File: src/rtl/wdt_timer_ctrl.sv
// wdt_timer_ctrl: watchdog countdown sequencer for the WDT block.
// Owns the down-counter and the timeout FSM (IDLE -> RUN -> ARMED -> RESET).
// The first expiry raises wdt_int. A second unserviced expiry either pulses
// wdt_reset for RST_PULSE cycles, or strobes test_reset when test mode is on.
// Ports:
//   pclk, presetn     : APB clock, async active-low reset
//   load_wr, load_val : load register write strobe and current load value
//   int_en, resen     : watchdog enable, reset enable
//   stall_en, dbg_halt: freeze counting while the CPU is halted in debug
//   test              : replace the system reset with the test_reset strobe
//   icr_clr           : interrupt clear (service) strobe
//   cnt_value         : current count (registered)
//   value_eq0         : expiry strobe (combinational)
//   wdt_int           : interrupt level (registered)
//   wdt_reset         : system reset request pulse (registered)
//   test_reset        : suppressed-reset strobe (registered)
module wdt_timer_ctrl #(
   parameter int unsigned CNT_W     = 32,
   parameter int unsigned RST_PULSE = 4
) (
   input  logic             pclk,
   input  logic             presetn,
   input  logic             load_wr,
   input  logic [CNT_W-1:0] load_val,
   input  logic             int_en,
   input  logic             resen,
   input  logic             stall_en,
   input  logic             dbg_halt,
   input  logic             test,
   input  logic             icr_clr,
   output logic [CNT_W-1:0] cnt_value,
   output logic             value_eq0,
   output logic             wdt_int,
   output logic             wdt_reset,
   output logic             test_reset
);

   localparam int unsigned PULSE_W = (RST_PULSE > 1) ? $clog2(RST_PULSE) : 1;

   typedef enum logic [1:0] {
      IDLE  = 2'd0,
      RUN   = 2'd1,
      ARMED = 2'd2,
      RESET = 2'd3
   } state_t;

   state_t             state_q, state_d;
   logic [CNT_W-1:0]   cnt_q, cnt_d;
   logic [PULSE_W-1:0] pulse_q, pulse_d;
   logic               int_q, int_d;
   logic               rst_q, rst_d;
   logic               trst_q, trst_d;
   logic               stall_c;
   logic               cnt_en_c;
   logic               eq0_c;

   // Counting qualifiers and the expiry strobe; a load or service in the
   // same cycle as zero suppresses the expiry.
   always_comb begin
      stall_c  = stall_en & dbg_halt;
      cnt_en_c = ((state_q == RUN) || (state_q == ARMED)) & ~stall_c;
      eq0_c    = cnt_en_c & (cnt_q == '0) & ~load_wr & ~icr_clr;
   end

   // State and output registers.
   always_ff @(posedge pclk or negedge presetn) begin
      if (!presetn) begin
         state_q <= IDLE;
         cnt_q   <= '1;
         pulse_q <= '0;
         int_q   <= 1'b0;
         rst_q   <= 1'b0;
         trst_q  <= 1'b0;
      end else begin
         state_q <= state_d;
         cnt_q   <= cnt_d;
         pulse_q <= pulse_d;
         int_q   <= int_d;
         rst_q   <= rst_d;
         trst_q  <= trst_d;
      end
   end

   // Next-state, counter and output logic.
   always_comb begin
      state_d = state_q;
      cnt_d   = cnt_q;
      pulse_d = pulse_q;
      int_d   = int_q;
      rst_d   = rst_q;
      trst_d  = 1'b0;

      // Counter: RESET holds until the pulse ends, then reloads.
      if (state_q == RESET) begin
         if (pulse_q == '0) begin
            cnt_d = load_val;
         end
      end else if (load_wr || icr_clr) begin
         cnt_d = load_val;
      end else if (eq0_c) begin
         cnt_d = load_val;
      end else if (cnt_en_c) begin
         cnt_d = cnt_q - CNT_W'(1);
      end

      unique case (state_q)
         IDLE: begin
            if (int_en && !stall_c) begin
               state_d = RUN;
            end
         end
         RUN: begin
            if (!stall_c) begin
               if (!int_en) begin
                  state_d = IDLE;
               end else if (eq0_c) begin
                  state_d = ARMED;
                  int_d   = 1'b1;
               end
            end
         end
         ARMED: begin
            // Service beats a coincident expiry; eq0_c is already low then.
            if (!int_en && !stall_c) begin
               state_d = IDLE;
               int_d   = 1'b0;
            end else if (icr_clr) begin
               state_d = RUN;
               int_d   = 1'b0;
            end else if (eq0_c && resen) begin
               if (test) begin
                  trst_d = 1'b1;
               end else begin
                  state_d = RESET;
                  rst_d   = 1'b1;
                  pulse_d = PULSE_W'(RST_PULSE - 1);
               end
            end
         end
         RESET: begin
            // pulse_q counts RST_PULSE-1 down to 0: RST_PULSE cycles high.
            if (pulse_q == '0) begin
               state_d = RUN;
               rst_d   = 1'b0;
               int_d   = 1'b0;
            end else begin
               pulse_d = pulse_q - PULSE_W'(1);
            end
         end
         default: begin
            state_d = IDLE;
         end
      endcase
   end

   assign cnt_value  = cnt_q;
   assign value_eq0  = eq0_c;
   assign wdt_int    = int_q;
   assign wdt_reset  = rst_q;
   assign test_reset = trst_q;

endmodule

File: config.mk
export PLATFORM = sky130hd
export DESIGN_NAME = wdt_timer_ctrl
export DESIGN_NICKNAME = d
export VERILOG_FILES = /design/src/rtl/wdt_timer_ctrl.sv
export SDC_FILE = /design/constraint.sdc
export NUM_CORES = 1
export LEC_CHECK = 0
export CORE_UTILIZATION = 49
export DETAILED_ROUTE_END_ITERATION = 10
export PLACE_DENSITY = 0.82
export SLEW_MARGIN = 25
export SYNTH_ARGS = -nofsm -noshare
export SYNTH_HDL_FRONTEND = slang
export SYNTH_SLANG_ARGS = --single-unit
File: constraint.sdc
create_clock -name pclk -period 3.9 [get_ports pclk]
set_clock_uncertainty 0.2 [all_clocks]
set_input_delay 0.39 -clock pclk [delete_from_list [all_inputs] [get_ports pclk]]
set_output_delay 0.39 -clock pclk [all_outputs]
set_load 0.005 [all_outputs]
==> qor.txt, run 1 <==
Fmax - 0.2975 GHz
post-CTS setup buffers - 0
Final Hold Fails - 0
main flop type after synthesis - dfstp_2
CTS max path bufs - 2
Worst Path Max Fanout - 5
Gate Count Post-Synth - 330
Die Ht - 76.90 um
yosys warns - 0
# resized after CTS - 0
largest family of logic cells by synthesized area - simple AND/OR/NAND/NOR gates
Finish-stage setup viols - 0
Clk Latency, worst-skew pair - 290 ps
Layout fillers - 449
number of vias per cell - 6.314
RSZ-0062 raised after global routing - no
htree depth - 2
Slew @ Worst Pin - 870.9 ps
Worst Setup End Kind - output port
synthesized area per cell - 8.330 um^2
worst-path cell chain - inv_1 > ha_1 > a21boi_0 > nand4_1 > nor4_1 > buf_4 > clkdlybuf4s50_1
Die Area - 0.005914 mm^2
most frequent cells after synthesis - 32 x dfstp_2, 28 x nand2_1, 26 x a21oi_1
multiplexer share of the synthesized area - 1.138%
worst setup path class - reg2out
Synth area leaders - dfstp_2 31%, dfrtp_1 6.4%, a21oi_1 4.7%
CP max stage delay - 510 ps
largest area contributor in the netlist - dfstp_2
largest net degree at the start of global routing - 40
Root Buffer - clkbuf_8
Syn Nets - 378
Synth-to-Final Area Change - 33.86%
num rows - 26
Tcrit/Tclk final - 86.20%
Total Wirelength - 7869 um
Placement Setup Slack - 563.4 ps
GPL Wtd Cong - 0.8670
GR Overflow Total - 0
wire length per cell - 16.57 um
first-pass GRT wire length - 13010 um
total negative slack - 0 ps
leakage power figure - 1.386 nW
Post-synth EDFFs - 0
Final nets - 452
Worst Hold Class - in2async
power density cells - 414.0 mW/mm^2
Clock transition at path regs - 70 ps
Synth Area in Simple Gates - 26.72%
final worst slack - 538.3 ps
# hold bufs at CTS - 0
die width - 76.90 um
diode count - 0
TritonCTS clock tree - done
Final HPWL DP - 5457 um
max cap viols - 0
CP max stage cell - a21boi_0
IO Count - 77
DRC Markers - 0
fin. max-slew vios - 0
vias in the first global route - 2813
run status - finished clean
share of cells above drive strength 1 - 15.80%
initial antenna violation count - 0
DR iter-0 viols - 205
Synth Area in Compound Gates - 25.85%
Vias - 2999
total track usage - 27.23%
critical path data required time - 3310 ps
Inst Count DP - 467
VDD IR max - 0.2296 mV
sequential fraction of the synthesis area - 36.96%
Synth Area in XOR/XNOR - 0%
Yosys top cell area share - 30.59%
port bufs - 76
Yosys cell types - 53
startpoint types - register
Async SR Flop Fraction - 100.0%
CTS Buf Count - 5
post-synthesis cell area - 0.002749 mm^2
most common cell in the netlist - dfstp_2
fin crit period - 3362 ps
Sink Count - 39
Post-Synth Adder-Cell Area - 3.186%
Rel. slew slack - 41.94%
CP Data Arrival Time - 2770 ps
total power - 1.523 mW
core area - 0.005270 mm^2
router iterations before antenna repair - 4
Starting Density - 52.16%
Finished Layout Cells - 475
post-route ant nets - 0
#FFs+latches synth - 39
through the flow:
step                      hold WS [ps]  instance area, um^2  utilization, %
after global routing             85.80                 3680           69.82
after detailed placement         271.5                 3580           67.93
after floorplan                 -105.6                 2749               -
after CTS                        39.84                 3680           69.82
final                            10.09                 3680           69.82
after global placement           265.3                 3580           67.93
kinds of logic after synthesis:
kind of cell,count (synthesis)
compound gates,107
fa+ha+maj,7
buf+inv,38
flops,39
mux,3
simple gates,136
report_power, final:
part	internal (mW)	switching, mW
Combinational	0.309	0.265
Clock	0.162	0.144
Sequential	0.539	0.105
registers in the layout, summed over array words and instances, names as in the netlist:
name	flops
pulse_q	2
test_reset	1
wdt_int	1
state_q	2
cnt_value	32
wdt_reset	1
worst max-delay path, delay by kind of cell, from the launching register on:
family / cells / cell delay, ps
compound gates: 1 / 510
flops: 1 / 400
buf+inv: 3 / 770
fa+ha+maj: 1 / 320
simple gates: 2 / 490
layout make-up:
| cell class | instances | area, um^2 | area share [%] |
|---|---|---|---|
| multi-input combinational | 253 | 1578 | 42.88 |
| inverter | 20 | 75.07 | 2.040 |
| sequential | 39 | 1016 | 27.61 |
| tap | 70 | 87.58 | 2.380 |
| timing repair buffer | 85 | 823.3 | 22.37 |
| clock buffer | 8 | 100.1 | 2.720 |
path summary, 6_finish.rpt:
check / startpoint / end / slack [ps] / cells after the start
max: state_q[0] / value_eq0 / 540 / 7
min: presetn / state_q[1] / 10 / 1
max reg2reg: state_q[0] / cnt_value[3] / 650 / 8
min reg2reg: pulse_q[0] / pulse_q[0] / 280 / 1
max in group asynchronous: presetn / wdt_int / 2940 / 1
min in group pclk: pulse_q[0] / pulse_q[0] / 280 / 1
placed cells by master, fill, tap and decap left out, types with 4 or more instances in the layout:
cell type	netlist	routed
inv_1	20	20
clkbuf_8	0	7
a221o_1	4	4
ha_1	7	7
dfstp_2	32	32
o21ai_0	25	25
a31oi_1	8	8
clkdlybuf4s50_1	0	75
buf_4	1	9
nand4_1	14	14
nor3_1	16	15
a2bb2oi_1	7	7
dfrtp_1	7	7
nor4_1	9	9
o211ai_1	4	4
or3_1	11	11
nand2_1	28	28
a21oi_1	26	26
nand3_1	15	15
nor2_1	22	20
o311ai_0	4	4
routing by layer:
metal | global-route usage, % | wire [um] | up-vias
met1 | 36.64 | 3538 | 1436
met4 | 9.038 | 114 | 0
met5 | 0 | 0 | -
met2 | 44.20 | 3659 | 145
met3 | 4.524 | 557 | 15
li1 | - | - | 1403
No activity file was read; power rests on OpenSTA's default activity.
==> inputs of run 2 (changes only) <==
Settings changed: CAP_MARGIN set to 20.
==> results of run 2 <==
No change in the layout: final DEF, timing and power equal those of run 1.
